**config.mk**
```make
export PLATFORM = sky130hd
export DESIGN_NAME = inc_share_arbiter
export DESIGN_NICKNAME = d
export VERILOG_FILES = /design/src/rtl/inc_share_arbiter.sv
export SDC_FILE = /design/constraint.sdc
export NUM_CORES = 1
export LEC_CHECK = 0
export ABC_AREA = 1
export BUFFER_PORTS_ARGS = -buffer_cell sky130_fd_sc_hd__buf_2
export CAP_MARGIN = 20
export CORE_MARGIN = 2
export CORE_UTILIZATION = 45
export DETAILED_ROUTE_END_ITERATION = 8
export HOLD_SLACK_MARGIN = 0.03
export PLACE_DENSITY = 0.73
export SLEW_MARGIN = 20
export SYNTH_ARGS = -nofsm -noshare
export SYNTH_HDL_FRONTEND = slang
export SYNTH_HIERARCHICAL = 1
export SYNTH_SLANG_ARGS = --single-unit
```
**constraint.sdc**
```tcl
create_clock -name clk -period 3.4 [get_ports clk]
set_input_delay 0.68 -clock clk [delete_from_list [all_inputs] [get_ports clk]]
set_output_delay 0.68 -clock clk [all_outputs]
set_load 0.03 [all_outputs]
```
**src/rtl/inc_share_arbiter.sv**
```systemverilog
`default_nettype none
// ============================================================================
// Module   : inc_share_arbiter (with local helper inc_share_incr)
// Purpose  : Round-robin sharing of one N-bit +1 incrementor between NUM_REQ
//            valid/ready requesters, with a one-entry registered result stage.
// Revision : 1.0 - initial release
// ============================================================================

// ----------------------------------------------------------------------------
// Combinational incrementor: o_sum = i_a + 1 modulo 2**N, carry out of bit N-1.
// ----------------------------------------------------------------------------
module inc_share_incr #(
  parameter int N = 4
) (
  input  logic [N-1:0] i_a,
  output logic [N-1:0] o_sum,
  output logic         o_cout
);

  localparam logic [N:0] c_ONE = (N+1)'(1);

  logic [N:0] w_ext;

  // Widen by one bit so the wrap-around carry is captured explicitly
  assign w_ext  = {1'b0, i_a} + c_ONE;
  assign o_sum  = w_ext[N-1:0];
  assign o_cout = w_ext[N];

endmodule

// ----------------------------------------------------------------------------
// Arbiter top level.
// The result register is the only state besides the round-robin pointer:
// r_rsp_valid = 0 means EMPTY, 1 means FULL.
// ----------------------------------------------------------------------------
module inc_share_arbiter #(
  parameter int N       = 4,
  parameter int NUM_REQ = 4,
  parameter int IDW     = 2
) (
  input  logic                 clk,
  input  logic                 rst,
  input  logic [NUM_REQ-1:0]   req_valid,
  input  logic [NUM_REQ*N-1:0] req_data,
  output logic [NUM_REQ-1:0]   req_ready,
  output logic                 rsp_valid,
  output logic [N-1:0]         rsp_data,
  output logic [IDW-1:0]       rsp_id,
  output logic                 rsp_ovf,
  input  logic                 rsp_ready
);

  localparam logic [IDW-1:0] c_ID_ONE  = IDW'(1);
  localparam logic [IDW-1:0] c_ID_LAST = IDW'(NUM_REQ - 1);

  // Registered state
  logic               r_rsp_valid;
  logic [N-1:0]       r_rsp_data;
  logic [IDW-1:0]     r_rsp_id;
  logic               r_rsp_ovf;
  logic [IDW-1:0]     r_ptr;

  // Arbitration and datapath wires
  logic               w_found;
  logic [IDW-1:0]     w_win;
  logic [NUM_REQ-1:0] w_grant;
  logic [N-1:0]       w_op;
  logic [N-1:0]       w_sum;
  logic               w_cout;
  logic               w_load_en;
  logic               w_accept;

  // The register may take a new result when empty or when being drained now
  assign w_load_en = ~r_rsp_valid | rsp_ready;

  // Rotating priority search: first valid requester at or after the pointer
  always_comb begin
    w_found = 1'b0;
    w_win   = '0;
    for (int k = 0; k < NUM_REQ; k++) begin
      for (int j = 0; j < NUM_REQ; j++) begin
        if (!w_found && req_valid[j] && (j == ((int'(r_ptr) + k) % NUM_REQ))) begin
          w_found = 1'b1;
          w_win   = IDW'(j);
        end
      end
    end
  end

  // One-hot grant vector and operand selection for the winning requester
  always_comb begin
    w_grant = '0;
    w_op    = '0;
    for (int j = 0; j < NUM_REQ; j++) begin
      if (w_found && (IDW'(j) == w_win)) begin
        w_grant[j] = 1'b1;
        w_op       = req_data[j*N +: N];
      end
    end
  end

  // Ready is gated by reset so no requester sees an accept during reset
  assign req_ready = w_grant & {NUM_REQ{w_load_en & ~rst}};
  assign w_accept  = w_found & w_load_en & ~rst;

  inc_share_incr #(
    .N (N)
  ) u_incr (
    .i_a    (w_op),
    .o_sum  (w_sum),
    .o_cout (w_cout)
  );

  // Result register and round-robin pointer; pointer moves only on accept
  always_ff @(posedge clk) begin
    if (rst) begin
      r_rsp_valid <= 1'b0;
      r_rsp_data  <= '0;
      r_rsp_id    <= '0;
      r_rsp_ovf   <= 1'b0;
      r_ptr       <= '0;
    end else if (w_accept) begin
      r_rsp_valid <= 1'b1;
      r_rsp_data  <= w_sum;
      r_rsp_id    <= w_win;
      r_rsp_ovf   <= w_cout;
      r_ptr       <= (w_win == c_ID_LAST) ? '0 : (w_win + c_ID_ONE);
    end else if (r_rsp_valid && rsp_ready) begin
      // Drain with nothing to reload: payload fields keep their last value
      r_rsp_valid <= 1'b0;
    end
  end

  assign rsp_valid = r_rsp_valid;
  assign rsp_data  = r_rsp_data;
  assign rsp_id    = r_rsp_id;
  assign rsp_ovf   = r_rsp_ovf;

endmodule

`default_nettype wire

```
-- Word level (Yosys, flattened, before mapping)
Cells that the tools add are included.
- RAM bits: 0
- memories kept: 0
- bits in read-only memories: 0
- latch bits: 0
- logic and storage cells: 138
- output and inout port bits: 12
- register bits: 10
- bits of input ports: 23
- multiplexer cells: 42
- equality and inequality tests: 16
- shift-type cells: 0
- bitwise gates (word level): 10
- reductions and logical operators: 60
- $mul: 0
- $add $sub $neg: 5
- magnitude comparators: 0
- divide/modulo/power cells: 0
- operators by type and width (kind ; number):
    $logic_not A32 Y1 ; 4
    $logic_and A1 B1 Y1 ; 36
    $mux W2 ; 15
    $mux W1 ; 23
    $eq A3 B3 Y1 const A ; 6
    $mux W4 ; 4
    $logic_not A1 Y1 ; 15
    $eq A2 B3 Y1 const A ; 3
    $eq A2 B2 Y1 const A ; 4
    $reduce_or A2 Y1 ; 3
    $add A4 B1 Y5 const B ; 1
    $add A2 B1 Y2 const B ; 2
    $add A2 B2 Y2 const B ; 2
    $and A4 B4 Y4 ; 1
    $eq A1 B2 Y1 const A ; 2
    $and A1 B1 Y1 ; 3
    $and A1 B1 Y1 const A ; 3
    $eq A2 B2 Y1 const B ; 1
    $logic_not A2 Y1 ; 1
    $not A1 Y1 ; 2
    $reduce_bool A2 Y1 ; 1
    $or A1 B1 Y1 ; 1

-- Depth between registers and ports, before layout
- depth after elaboration: 70
- mapped depth: 23
- depth with buffers taken out: 23

-- Modules after synthesis
Netlist, hierarchy kept.
- by module, submodules not included (module ; sequential area each (sq um) ; area an instance (sq um) ; times used ; cells an instance):
    inc_share_arbiter ; 200.2 ; 957.2 ; 1 ; 159
    inc_share_incr ; 0.0 ; 55.1 ; 1 ; 10

-- Worst setup path before layout
OpenSTA, ideal clock, no wires.
- path type: input port to output port
- start: input req_valid[3]
- end: output req_ready[3]
- required time: 2.720 ns
- path buffers: 0
- path slack: 0.212 ns
- arrival: 2.508 ns
- cell stages on the path: 12
- cells stage by stage: nand3_1 -> nand2_2 -> nor2_4 -> nand4_2 -> nor2_2 -> nand4_2 -> nor3_4 -> nand4_2 -> nand2_4 -> ha_1 -> nand2_1 -> nor2_1
- longest elaborated chain between the ends: 55
- elaborated cells between the ends (all ways): 68
- classes of those cells: eq/ne (1); mux (27); bitwise (1); reduce/logical (39)
- ends and longest elaborated chain (element ; RTL line ; source):
    start, declared ; 43 ; input logic [NUM_REQ-1:0] req_valid,
    $logic_and A1 B1 Y1 (2 in series) ; 82 ; if (!w_found && req_valid[j] && (j == ((int'(r_ptr) + k) % NUM_REQ))) begin
    $mux W1 ; 82 ;
    $logic_not A1 Y1 ; 82 ;
    $logic_and A1 B1 Y1 (2 in series) ; 82 ;
    $mux W1 ; 82 ;
    $logic_not A1 Y1 ; 82 ;
    $logic_and A1 B1 Y1 (2 in series) ; 82 ;
    $mux W1 ; 82 ;
    [35 not listed] ; - ;
    $mux W1 ; 82 ;
    $logic_not A1 Y1 ; 82 ;
    $logic_and A1 B1 Y1 (2 in series) ; 82 ;
    $mux W2 ; 82 ;
    $eq A2 B2 Y1 ; 95 ; if (w_found && (IDW'(j) == w_win)) begin
    $logic_and A1 B1 Y1 (*) ; 95 ;
    $mux W1 (*) ; 95 ;
    $and A4 B4 Y4 (*) ; 103 ; assign req_ready = w_grant & {NUM_REQ{w_load_en & ~rst}};
    end, declared ; 45 ; output logic [NUM_REQ-1:0] req_ready,
Every way passes the cells marked *; elsewhere a longest branch is shown, timed or not.

-- Worst setup path after layout
- start: input req_valid[2]
- end: output req_ready[3]
- longest elaborated chain between the ends: 59
- elaborated cells between the ends (all ways): 73
- classes of those cells: eq/ne (1); mux (29); bitwise (1); reduce/logical (42)
- ends and longest elaborated chain (element ; RTL line ; source):
    $logic_and A1 B1 Y1 (2 in series) ; 82 ;
    $mux W1 ; 82 ;
    $logic_not A1 Y1 ; 82 ;
    $logic_and A1 B1 Y1 (2 in series) ; 82 ;
    $mux W1 ; 82 ;
    $logic_not A1 Y1 ; 82 ;
    $logic_and A1 B1 Y1 (2 in series) ; 82 ;
    $mux W1 ; 82 ;
    [40 not listed] ; - ;
    $logic_not A1 Y1 ; 82 ;
    $logic_and A1 B1 Y1 (2 in series) ; 82 ;
    $mux W2 (*) ; 82 ;
    named net w_win[1] ; 65 ; logic [IDW-1:0] w_win;
    $eq A2 B2 Y1 (*) ; 95 ;
    $logic_and A1 B1 Y1 (*) ; 95 ;
    $mux W1 (*) ; 95 ;
    $and A4 B4 Y4 (*) ; 103 ;
The timed path passes the listed nets; every way through them passes the cells marked *.

==> flow_summary.toml <==
[run_status]
run_status = "complete, no violations"

[sta]
setup_tns_ns = 0
period_minus_slack_ns = 3.34
fin_skew_ns = 0.00456
max_freq_mhz = 299
rsz0062_at_grt = "yes"
tightest_slew_ns = 0.422
period_share_pct = 98.2
finalSetupViolations = 0
timing.final.hold_violations = 0
relSlewSlack_pct = 71.7
slew_violations = 0

[routing]
via_per_inst = 4.97
wl_per_cell_um = 10.8
drtIter0Drc = 38
first_pass_iters = 4
drc_errors = 0
via_count = 1187
routed_wl_um = 2570
postRouteAntennaNets = 0

[global_route]
grt-ovfl-total = 0
grt_max_degree = 12
track_usage_pct = 18.3
first_global_vias = 960
antenna_found_initial = 0
grt_pass1_wl_um = 3800

[power_and_ir_drop]
power_leakage_nw = 0.709
ir_worst_vdd_mv = 0.448
powerDensity_mw_per_mm2 = 805

[synth]
syn-num-nets = 195
yosys.area.top_type = "dfxtp_1"
syn_inst = 169
synth_top_area_share_pct = 19.8
synthesis.area_sq_mm = 0.00101
avgSynthCellArea_sq_um = 5.99
synth.distinct_cells = 23
synth_top_cells_by_area = "dfxtp_1 (20%), nand2_1 (14%), nand3_1 (13%)"
ys_ff_latch = 10
ys_seq_area_share_pct = 19.8
yosysWarnings = 6

[critical_path]
worstSetupStartpoint = "req_valid[2]"
slowest_delay_ns = 0.20
cp.required_ns = 2.72
cp_slowest_cell = "nor2_2"
crit_chain = "buf_2 > nand3_1 > nand2_2 > nor2_4 > nand4_2 > nor2_2 > nand4_4 > nor3_4 > nand4_2 > nand3_1 > ha_1 > nand2_2 > nor2_1 > buf_4"
worstSetupStartpointType = "input pin"
cp.arrival_ns = 2.66
endpoint_kind = "output port"
r2r_cells = 20
cp_num_buf_inv = 2
crit_family = "simple AND/OR/NAND/NOR gates"
r2r_start = "r_ptr[0]"
regToRegEndpoint = "rsp_ovf"
cp.depth = 14
crit_type = "in2out"
critPathMaxFanout = 9
rrSetupSlack_ns = 0.38
crit_path_end = "req_ready[3]"

[finish]
fillers = 242
finalNonFillerCells = 239
design_area_sq_mm = 0.00131
layout-drive-gt1-share_pct = 31.8
fin_nets = 238
area_delta_synth_final_pct = 29.5
num_antenna_cells = 0

[worst_hold_path]
worst_hold_path_type = "reg2reg"
hold_path.startpoint = "rsp_data[0]"

[die]
dieHeight_um = 51.4
die_x_um = 51.4
io-pin-count = 35
fp.dieArea_sq_mm = 0.00264
core_area_sq_mm = 0.00217
num_rows = 17
initial_core_util_pct = 46.7

[cts]
cts_buffers = 3
cts.path.max_buffers = 2
clock_sinks = 10
cts_tree = "built"
hold_buffers = 0
clock_latency_ns = 0.26
clkTransAtPathRegs_ns = 0.06
cts_max_level = 1
ctsRootBufferMaster = "clkbuf_4"

[placed_design]
port_buffers = 34
place_inst = 231
place.gp.congestion = 0.857
dp_hpwl_um = 2020
place_area_sq_mm = 0.00122

[flow_run]
max_cap_viol_count = 0
[layout make-up]
cell class / count / area, sq um / area share [%]
inverter: 29 / 109 / 8.30
timing repair buffer: 40 / 218 / 16.6
clock buffer: 4 / 36.3 / 2.77
tap: 28 / 35.0 / 2.67
multi-input combinational: 128 / 712 / 54.3
sequential: 10 / 201 / 15.4
[logic make-up after synthesis]
family,synth area share [%]
AO/OA/AOI/OAI,9.52
XOR/XNOR,0.865
adder cells (fa/ha/maj),3.71
buffers and inverters,12.2
flip-flops,19.8
AND/OR/NAND/NOR,53.9
[placed cells by master (no fill, tap or decap), types with 4 or more instances in the layout]
cell type	count
buf_4	7
nor2_1	23
nand2_1	37
a21oi_1	8
inv_1	28
dfxtp_1	9
nand3_1	27
nand2_2	4
a21oi_2	4
buf_2	33
[worst min path at each step]
stage | cells after the start | slack (ns) | endpoint
finish | 2 | 0.46 | rsp_data[0]
global route | 2 | 0.48 | rsp_data[0]
CTS | 2 | 0.46 | rsp_data[0]
detailed placement | 2 | 0.45 | rsp_data[0]
global placement | 2 | 0.45 | rsp_data[3]
floorplan | 2 | 0.53 | r_ptr[0]
[routing by layer]
| metal | vias up | routed length [um] | global-route usage (%) |
|---|---|---|---|
| li1 | 635 | - | - |
| met1 | 511 | 1160 | 22.4 |
| met2 | 41 | 1280 | 34.2 |
| met3 | 0 | 135 | 2.63 |
| met4 | 0 | 0 | 2.63 |
| met5 | - | 0 | 0 |
[synth_stat cells]
cell type and number:
nand3_1 27, nand2_4 2, ha_1 3, nand4_2 3
nand4_4 1, a21oi_1 8, clkbuf_1 1, inv_1 28
nor3_4 1, nand2_1 38, xor2_1 1, o22ai_1 1
nand2_2 3, dfxtp_1 10, a21oi_2 4, buf_6 1
nor3_1 3, a211oi_1 2, nand4_1 3, nor2_1 25
inv_2 1, nor2_4 1, nor2_2 2
[registers in the layout (all words and copies together), names as in the netlist]
name and cells:
r_ptr 2, rsp_data 4, rsp_id 2, rsp_ovf 1
rsp_valid 1
[through the flow]
step	total power, W	hold WS (ns)	worst slack, ns	util [%]
detailed placement	0.000899	0.452	-0.0120	56.1
finish	0.00106	0.461	0.0603	60.4
global route	0.00115	0.476	-0.0671	60.4
CTS	0.00102	0.462	0.0460	58.2
global placement	0.000884	0.451	0.106	56.1
floorplan	0.000752	0.526	0.212	-
[repair_timing]
item | CTS | global route
cloned | 0 | 0
setup endpoints to repair | 1 | 3
pin swaps | 1 | 3
gates resized for setup | 1 | 8
buffers inserted | 1 | 3
[power by group]
part	leakage (nW)	internal [W]	switching [W]
Sequential	0.0828	0.000145	0.0000214
Clock	0.0210	0.0000649	0.0000408
Combinational	0.605	0.000286	0.000497
[worst register-to-register path: stages, from the launching register on]
cell and delay, ns:
dfxtp_1 0.47, nor2_2 0.11, nand2_1 0.09, nand2_2 0.06, nor2_4 0.10, nand4_2 0.11, nor2_2 0.20, nand4_4 0.16
nor3_4 0.20, nand4_2 0.15, nand3_1 0.14, ha_1 0.17, nand2_2 0.12, nand2_1 0.09, inv_1 0.05, a21oi_2 0.20
ha_1 0.21, nand2_1 0.05, nor2_1 0.08, nand2_1 0.06, a21oi_1 0.13
Note: power is estimated with default switching activity, not from simulation.
